==> config.mk <==
export PLATFORM = sky130hd
export DESIGN_NAME = sprite_rect_driver_flat
export DESIGN_NICKNAME = d
export VERILOG_FILES = /design/src/rtl/sprite_rect_driver_if.sv /design/src/rtl/sprite_rect_driver.sv /design/src/flat_wrapper.sv
export SDC_FILE = /design/constraint.sdc
export NUM_CORES = 1
export LEC_CHECK = 0
export BUFFER_PORTS_ARGS = -buffer_cell sky130_fd_sc_hd__buf_2
export CAP_MARGIN = 10
export CORE_MARGIN = 10
export CORE_UTILIZATION = 45
export CTS_CLUSTER_DIAMETER = 40
export CTS_CLUSTER_SIZE = 25
export DETAILED_ROUTE_END_ITERATION = 10
export PLACE_DENSITY = 0.67
export SYNTH_ARGS = -nofsm -noshare
export SYNTH_HDL_FRONTEND = slang
export SYNTH_SLANG_ARGS = --single-unit
==> constraint.sdc <==
create_clock -name clk -period 4.9 [get_ports clk]
set_clock_uncertainty 0.05 [all_clocks]
set_input_delay 0.49 -clock clk [delete_from_list [all_inputs] [get_ports clk]]
set_output_delay 0.49 -clock clk [all_outputs]
set_load 0.01 [all_outputs]
==> src/rtl/sprite_rect_driver_if.sv <==
// sprite_rect_driver_if
//   Groups the scan/frame inputs and the sprite outputs of sprite_rect_driver.
//   There is no valid/ready handshake on this bus: startOfFrame, hitX and hitY
//   are single-cycle strobes sampled on every rising clock edge, freeze is a
//   level that only matters in the startOfFrame cycle, and pixelX/pixelY are
//   sampled every cycle with results appearing one cycle later.
//
//   Signals
//     startOfFrame    frame-start strobe (during blanking)
//     pixelX, pixelY  current scan coordinates
//     freeze          level; a frame start seen while high does not move the sprite
//     hitX, hitY      collision strobes; reverse X / Y direction at next update
//     InsideRectangle scan pixel lies inside the sprite (registered)
//     offsetX/Y       pixel position relative to sprite top-left (registered)
//     topLeftX/Y      current sprite top-left corner
//     dbg_state       motion FSM state (0 idle, 1 updating X, 2 updating Y)
//
//   Modports
//     master  drives the scan/frame inputs (video timing side / testbench)
//     slave   the sprite driver itself
interface sprite_rect_driver_if;
  logic        startOfFrame;
  logic [10:0] pixelX;
  logic [10:0] pixelY;
  logic        freeze;
  logic        hitX;
  logic        hitY;
  logic        InsideRectangle;
  logic [10:0] offsetX;
  logic [10:0] offsetY;
  logic [10:0] topLeftX;
  logic [10:0] topLeftY;
  logic [1:0]  dbg_state;

  modport master (
    output startOfFrame, pixelX, pixelY, freeze, hitX, hitY,
    input  InsideRectangle, offsetX, offsetY, topLeftX, topLeftY, dbg_state
  );

  modport slave (
    input  startOfFrame, pixelX, pixelY, freeze, hitX, hitY,
    output InsideRectangle, offsetX, offsetY, topLeftX, topLeftY, dbg_state
  );
endinterface

==> src/rtl/sprite_rect_driver.sv <==
// sprite_rect_driver
//   Moves a rectangular sprite once per video frame and tells the pixel
//   pipeline whether the current scan pixel falls inside it.
//
//   Once per frame (startOfFrame with freeze low) a small FSM steps through
//   UPD_X then UPD_Y. Each step adds the axis velocity to the position, after
//   optionally reversing it for a pending collision, and bounces off the
//   screen edges. The two axes share one adder/clamp datapath.
//
//   Ports
//     clk     single clock
//     resetN  asynchronous active-low reset
//     bus     sprite_rect_driver_if.slave (scan inputs, sprite outputs)
module sprite_rect_driver #(
  parameter int OBJECT_WIDTH_X  = 32,
  parameter int OBJECT_HEIGHT_Y = 20,
  parameter int SCREEN_W        = 640,
  parameter int SCREEN_H        = 480,
  parameter int INITIAL_X       = 280,
  parameter int INITIAL_Y       = 185,
  parameter int INITIAL_VX      = 2,
  parameter int INITIAL_VY      = -1
) (
  input logic                 clk,
  input logic                 resetN,
  sprite_rect_driver_if.slave bus
);

  // Largest legal top-left coordinate on each axis.
  localparam logic signed [11:0] MAX_X = 12'(SCREEN_W - OBJECT_WIDTH_X);
  localparam logic signed [11:0] MAX_Y = 12'(SCREEN_H - OBJECT_HEIGHT_Y);
  localparam logic [11:0]        SIZE_X = 12'(OBJECT_WIDTH_X);
  localparam logic [11:0]        SIZE_Y = 12'(OBJECT_HEIGHT_Y);

  typedef enum logic [1:0] {
    IDLE  = 2'd0,
    UPD_X = 2'd1,
    UPD_Y = 2'd2
  } state_t;

  state_t state;
  state_t state_next;
  logic   upd_x;
  logic   upd_y;

  // Sprite motion registers
  logic [10:0]       pos_x;
  logic [10:0]       pos_y;
  logic signed [7:0] vel_x;
  logic signed [7:0] vel_y;
  logic              flag_x;
  logic              flag_y;

  // Shared axis datapath
  logic [10:0]        sel_pos;
  logic signed [7:0]  sel_vel;
  logic               sel_flag;
  logic signed [11:0] sel_max;
  logic signed [7:0]  v_eff;
  logic signed [7:0]  v_mag;
  logic signed [11:0] sum;
  logic [10:0]        new_pos;
  logic signed [7:0]  new_vel;

  // Scan bracket
  logic [11:0] pix_x;
  logic [11:0] pix_y;
  logic [11:0] left;
  logic [11:0] top;
  logic        in_x;
  logic        in_y;
  logic [10:0] dx;
  logic [10:0] dy;
  logic        inside_q;
  logic [10:0] off_x_q;
  logic [10:0] off_y_q;

  // Negation that never yields -128: -(-128) saturates to +127.
  function automatic logic signed [7:0] neg_sat(input logic signed [7:0] v);
    if (v[7] && (v[6:0] == 7'd0)) begin
      return 8'sd127;
    end
    return -v;
  endfunction

  // ---------------------------------------------------------------------
  // Motion FSM
  // ---------------------------------------------------------------------
  always_ff @(posedge clk or negedge resetN) begin
    if (!resetN) begin
      state <= IDLE;
    end else begin
      state <= state_next;
    end
  end

  // A frame start is only honoured from IDLE, so a strobe that lands while
  // an update is in progress is simply dropped.
  always_comb begin
    state_next = state;
    upd_x      = 1'b0;
    upd_y      = 1'b0;
    case (state)
      IDLE: begin
        if (bus.startOfFrame && !bus.freeze) begin
          state_next = UPD_X;
        end
      end
      UPD_X: begin
        upd_x      = 1'b1;
        state_next = UPD_Y;
      end
      UPD_Y: begin
        upd_y      = 1'b1;
        state_next = IDLE;
      end
      default: begin
        state_next = IDLE;
      end
    endcase
  end

  // ---------------------------------------------------------------------
  // Axis step: pick the axis being updated, apply pending reversal, add,
  // then clamp to the screen. A wall bounce sets the direction explicitly,
  // so it wins over any collision reversal on the same step.
  // ---------------------------------------------------------------------
  always_comb begin
    sel_pos  = pos_x;
    sel_vel  = vel_x;
    sel_flag = flag_x;
    sel_max  = MAX_X;
    if (upd_y) begin
      sel_pos  = pos_y;
      sel_vel  = vel_y;
      sel_flag = flag_y;
      sel_max  = MAX_Y;
    end

    v_eff = sel_flag ? neg_sat(sel_vel) : sel_vel;
    v_mag = v_eff[7] ? neg_sat(v_eff) : v_eff;
    sum   = $signed({1'b0, sel_pos}) + $signed({{4{v_eff[7]}}, v_eff});

    new_pos = sum[10:0];
    new_vel = v_eff;
    if (sum[11]) begin
      new_pos = 11'd0;
      new_vel = v_mag;
    end else if (sum > sel_max) begin
      new_pos = sel_max[10:0];
      new_vel = -v_mag;
    end
  end

  always_ff @(posedge clk or negedge resetN) begin
    if (!resetN) begin
      pos_x  <= 11'(INITIAL_X);
      pos_y  <= 11'(INITIAL_Y);
      vel_x  <= 8'(INITIAL_VX);
      vel_y  <= 8'(INITIAL_VY);
      flag_x <= 1'b0;
      flag_y <= 1'b0;
    end else begin
      if (upd_x) begin
        pos_x <= new_pos;
        vel_x <= new_vel;
      end
      if (upd_y) begin
        pos_y <= new_pos;
        vel_y <= new_vel;
      end
      // The flag is consumed by its own update; a hit arriving in that very
      // cycle is loaded instead of lost, so it applies to the next frame.
      flag_x <= upd_x ? bus.hitX : (flag_x | bus.hitX);
      flag_y <= upd_y ? bus.hitY : (flag_y | bus.hitY);
    end
  end

  // ---------------------------------------------------------------------
  // Scan bracket. Compared in 12 bits so pos + size cannot wrap.
  // ---------------------------------------------------------------------
  always_comb begin
    pix_x = {1'b0, bus.pixelX};
    pix_y = {1'b0, bus.pixelY};
    left  = {1'b0, pos_x};
    top   = {1'b0, pos_y};
    in_x  = (pix_x >= left) && (pix_x < (left + SIZE_X));
    in_y  = (pix_y >= top)  && (pix_y < (top + SIZE_Y));
    dx    = bus.pixelX - pos_x;
    dy    = bus.pixelY - pos_y;
  end

  // Pixel and position registers are sampled on the same edge, so a
  // position change can only shift the bracket between two adjacent pixels.
  always_ff @(posedge clk or negedge resetN) begin
    if (!resetN) begin
      inside_q <= 1'b0;
      off_x_q  <= 11'd0;
      off_y_q  <= 11'd0;
    end else begin
      inside_q <= in_x && in_y;
      off_x_q  <= (in_x && in_y) ? dx : 11'd0;
      off_y_q  <= (in_x && in_y) ? dy : 11'd0;
    end
  end

  assign bus.InsideRectangle = inside_q;
  assign bus.offsetX         = off_x_q;
  assign bus.offsetY         = off_y_q;
  assign bus.topLeftX        = pos_x;
  assign bus.topLeftY        = pos_y;
  assign bus.dbg_state       = state;

endmodule
==> src/flat_wrapper.sv <==
// flat-port wrapper written by rule: the top's interface ports become plain ports
module sprite_rect_driver_flat 
#(
  parameter int OBJECT_WIDTH_X  = 32,
  parameter int OBJECT_HEIGHT_Y = 20,
  parameter int SCREEN_W        = 640,
  parameter int SCREEN_H        = 480,
  parameter int INITIAL_X       = 280,
  parameter int INITIAL_Y       = 185,
  parameter int INITIAL_VX      = 2,
  parameter int INITIAL_VY      = -1
)
  (clk, resetN, bus_startOfFrame, bus_pixelX, bus_pixelY, bus_freeze, bus_hitX, bus_hitY, bus_InsideRectangle, bus_offsetX, bus_offsetY, bus_topLeftX, bus_topLeftY, bus_dbg_state);
  sprite_rect_driver_if bus_i ();
  input logic clk;
  input logic resetN;
  input wire logic [$bits(bus_i.startOfFrame)-1:0] bus_startOfFrame;
  input wire logic [$bits(bus_i.pixelX)-1:0] bus_pixelX;
  input wire logic [$bits(bus_i.pixelY)-1:0] bus_pixelY;
  input wire logic [$bits(bus_i.freeze)-1:0] bus_freeze;
  input wire logic [$bits(bus_i.hitX)-1:0] bus_hitX;
  input wire logic [$bits(bus_i.hitY)-1:0] bus_hitY;
  output wire logic [$bits(bus_i.InsideRectangle)-1:0] bus_InsideRectangle;
  output wire logic [$bits(bus_i.offsetX)-1:0] bus_offsetX;
  output wire logic [$bits(bus_i.offsetY)-1:0] bus_offsetY;
  output wire logic [$bits(bus_i.topLeftX)-1:0] bus_topLeftX;
  output wire logic [$bits(bus_i.topLeftY)-1:0] bus_topLeftY;
  output wire logic [$bits(bus_i.dbg_state)-1:0] bus_dbg_state;
  assign bus_i.startOfFrame = bus_startOfFrame;
  assign bus_i.pixelX = bus_pixelX;
  assign bus_i.pixelY = bus_pixelY;
  assign bus_i.freeze = bus_freeze;
  assign bus_i.hitX = bus_hitX;
  assign bus_i.hitY = bus_hitY;
  assign bus_InsideRectangle = bus_i.InsideRectangle;
  assign bus_offsetX = bus_i.offsetX;
  assign bus_offsetY = bus_i.offsetY;
  assign bus_topLeftX = bus_i.topLeftX;
  assign bus_topLeftY = bus_i.topLeftY;
  assign bus_dbg_state = bus_i.dbg_state;
  sprite_rect_driver #(.OBJECT_WIDTH_X(OBJECT_WIDTH_X), .OBJECT_HEIGHT_Y(OBJECT_HEIGHT_Y), .SCREEN_W(SCREEN_W), .SCREEN_H(SCREEN_H), .INITIAL_X(INITIAL_X), .INITIAL_Y(INITIAL_Y), .INITIAL_VX(INITIAL_VX), .INITIAL_VY(INITIAL_VY)) u_core (.clk(clk), .resetN(resetN), .bus(bus_i));
endmodule
==> out/metrics.sh <==
RUN_STATUS='complete, but fails checks'
VIOLATIONS='negative setup slack'
SYN-NUM-NETS=802
DETAIL_ROUTE.DRC_VIOLATIONS=0
MOST-COMMON-LAYOUT-CELLS='156 x sky130_fd_sc_hd__buf_4, 74 x sky130_fd_sc_hd__buf_2, 67 x sky130_fd_sc_hd__nand2_1'
DRT_FIRST_ITER_VIOLATIONS=727
WORST_SKEW_PAIR_LATENCY_PS=340
SYNTH_WARNINGS=0
FINALCRITICALPERIOD_PS=5424
SYNTH_EDF_COUNT=0
FINALWORSTSETUPSLACK_PS=-524.0
DRV_CAP=0
ITERATION_COUNT_OF_THE_INITIAL_DETAILED_ROUTING_PASS=5
CRITPATHTOPFAMILY='compound AO/OA/AOI/OAI gates'
DIE_AREA_UM2=18200
DESIGN_AREA_UM2=8539
PRE_CTS_SETUP_SLACK_PS=-819.2
NUM_ROWS=41
WORST_PIN_SLEW_PS=842.0
GRT_MAX_DEGREE=66
YS_DOMINANT_REG_CELL='sky130_fd_sc_hd__dfrtp_1'
CP-END-KIND='register'
R2R_SETUP_SLACK_PS=-520
ROUTE.FINAL.WIRE_LENGTH_UM=21770
PLACE_HPWL_UM=15990
CLOCK_TREE_FROM_TRITONCTS='yes'
MOST_COMMON_CELL_AFTER_LAYOUT_FILL_AND_TAPS_ASIDE='sky130_fd_sc_hd__buf_4'
NUMBER_OF_UNIQUE_STANDARD_CELL_TYPES_USED_BY_SYNTHESIS=75
CRIT_TYPE='register to register'
MAXIMUM_COUNT_OF_CLOCK_BUFFERS_ALONG_A_SINGLE_PATH=2
TIMING.CRITICAL_PATH.REQUIRED_PS=5120
CP.BUFFERS_INVERTERS=1
POSTSYNTHREGISTERBITS=65
DIE-HEIGHT_UM=134.9
START_UTIL_PCT=46.51
GRT_ANTENNA_BEFORE_REPAIR=0
TOTAL_CLOCK_BUFFERS_CREATED_BY_CTS=9
GRT_UTIL_ALL_LAYERS_PCT=22.94
CORE_REGION_AREA_UM2=12770
CP.ARRIVAL_PS=5650
VIA_COUNT=6605
GP_CONGESTION=1.014
SYNTH_AREA_UM2=5941
FINAL_LAYOUT_SIZE_SUFFIX_GT1_SHARE_PCT=40.11
IO_PINS=75
NUM_CLOCK_SINKS=65
AREA_DELTA_SYNTH_FINAL_PCT=43.74
MIN_PERIOD_OVER_PERIOD_PCT=110.7
SYNTH_SEQUENTIAL_AREA_RATIO_PCT=27.74
FINAL-SETUP-VIOL-COUNT=36
PLACED_CELLS_INCL_TAPS=1045
HTREE_LEVELS=3
CRIT_PATH_START_KIND='register'
ROUTE.DETAILED.VIAS_PER_INST=5.887
FINAL-MAX-SLEW-VIOLATION-COUNT=0
WORST-PATH-MAX-FANOUT=8
N_ANTENNA_CELL=0
SLEW_HEADROOM_PCT=43.87
BUFFER_PORTS.INSERTED=74
FINAL_UTIL_PCT=66.85
DIE_WIDTH_UM=134.9
CLOCK_TREE.ROOT_CELL='sky130_fd_sc_hd__clkbuf_16'
MAX_CLOCK_FREQ_MHz=184.4
HOLD_VIOLATIONS=0
GRT_PASS1_VIAS=6349
CTS.CLK_SLEW.WORST_PATHS_PS=60
SYN_AREA_PER_CELL_UM2=8.297
WL_PER_CELL_UM=19.40
POST_SYNTH_INST_COUNT=716
ROUTE.ANTENNA.REMAINING_NETS=0
NETS=1031
GR-TOTAL-OVERFLOW=0
DETAILED_PLACE.AREA_UM2=7306
STDCELL_COUNT=1122
CRITPATHMOSTFREQUENTCELL='sky130_fd_sc_hd__a21oi_2'
GRT_PASS1_WL_UM=33580
RSZ0062_AT_GRT='true'
SYNTH_ASYNC_SR_FLOP_SHARE_PCT=100.0
MIN_PATH_TYPE='input pin to async pin'
CRITICAL_PATH_SLOWEST_STAGE_CELL='sky130_fd_sc_hd__or4b_4'
WORST_PATH_LARGEST_CELL_DELAY_PS=490
[cells by family after synthesis]
kind of cell / after synthesis / synth area share (%)
flops: 65 / 27.74
compound gates: 221 / 24.33
simple gates: 223 / 19.00
xor+xnor: 41 / 6.487
buf+inv: 83 / 5.518
fa+ha+maj: 58 / 12.47
mux: 25 / 4.465
[worst reg2reg max path, cell delays in order (launching register included)]
cell	delay [ps]
sky130_fd_sc_hd__dfrtp_1	420
sky130_fd_sc_hd__or4b_4	490
sky130_fd_sc_hd__o31a_1	160
sky130_fd_sc_hd__nor2_2	180
sky130_fd_sc_hd__nand2_2	120
sky130_fd_sc_hd__nor2_4	140
sky130_fd_sc_hd__o21ai_2	80
sky130_fd_sc_hd__a21oi_2	200
sky130_fd_sc_hd__ha_1	290
sky130_fd_sc_hd__a31oi_1	180
sky130_fd_sc_hd__o21ai_2	110
sky130_fd_sc_hd__o31a_1	180
sky130_fd_sc_hd__a211o_1	290
sky130_fd_sc_hd__a21oi_2	190
sky130_fd_sc_hd__mux2_4	190
sky130_fd_sc_hd__o211ai_1	130
sky130_fd_sc_hd__ha_2	240
sky130_fd_sc_hd__a211oi_4	200
sky130_fd_sc_hd__nand2_1	100
sky130_fd_sc_hd__o22ai_2	180
sky130_fd_sc_hd__a31oi_1	80
sky130_fd_sc_hd__a21oi_2	180
sky130_fd_sc_hd__o21ai_4	100
sky130_fd_sc_hd__o211a_4	210
sky130_fd_sc_hd__nor3_4	180
sky130_fd_sc_hd__buf_6	150
sky130_fd_sc_hd__nand2_1	90
sky130_fd_sc_hd__a31o_1	230
[flip-flops by register name, indices dropped and copies added, names as in the netlist]
signal                      flops
u_core.bus.offsetX             11
u_core.bus.offsetY             11
u_core.bus.topLeftX            11
u_core.bus.topLeftY            11
u_core.vel_x                    8
u_core.vel_y                    8
u_core.bus.dbg_state            2
u_core.bus.InsideRectangle      1
u_core.flag_x                   1
u_core.flag_y                   1
[metal layers]
metal  GRT usage, %  routed length (um)
met3          4.933                1506
met5              0                   0
met4          9.250                 554
met1          30.80                9638
met2          34.87               10070
[Yosys cell counts, drive strengths merged (10+ instances only)]
cell | n | share of area, %
nand2b | 12 | 1.4
inv | 54 | 3.4
nor3 | 30 | 2.9
nand2 | 73 | 4.6
dfstp | 17 | 7.5
dfrtp | 48 | 20
nand3 | 23 | 2.0
ha | 56 | 12
a21oi | 50 | 4.7
clkbuf | 22 | 1.4
o31ai | 10 | 1.3
a21o | 10 | 1.3
o21ai | 70 | 5.9
xor2 | 10 | 1.5
nor2 | 39 | 2.5
o211ai | 14 | 1.9
mux2i | 16 | 2.8
xnor2 | 31 | 5.0
[area by class of cell]
class                      instances  area (um2)
timing repair buffer             247        1750
multi-input combinational        568        4398
inverter                          54       207.7
fill                            1017        4234
tap                              172       215.2
sequential                        65        1648
clock inverter                     6       91.34
clock buffer                      10       229.0
[per-stage QoR]
step                      TNS (ps)  hold slack, ps
after floorplan                  0           144.4
after global placement      -23740           427.4
after detailed placement    -25500           435.5
after CTS                    -9774           263.6
after global routing        -22190           275.6
final                       -15710           259.6
[repair_timing]
| item | CTS | global route |
|---|---|---|
| endpoints found under the setup margin | 36 | 36 |
| buffers inserted | 53 | 14 |
| hold buffers | 0 | 0 |
| resized for setup | 57 | 56 |
| pin swaps | 40 | 44 |
[path summary, 6_finish.rpt]
path	startpoint	end	cells after the start
worst max-delay path	u_core.bus.dbg_state[1]	u_core.vel_y[0]	27
worst min-delay path	resetN	u_core.flag_y	2
worst max register to register	u_core.bus.dbg_state[1]	u_core.vel_y[0]	27
worst min register to register	u_core.vel_y[6]	u_core.vel_y[6]	2
max in group asynchronous	resetN	u_core.bus.topLeftX[7]	2
min in group clk	bus_freeze	u_core.bus.dbg_state[0]	2
Power is left out: the tool's default activity adds up to more than one toggle a clock period on the data nets, which glitch-free logic cannot reach.
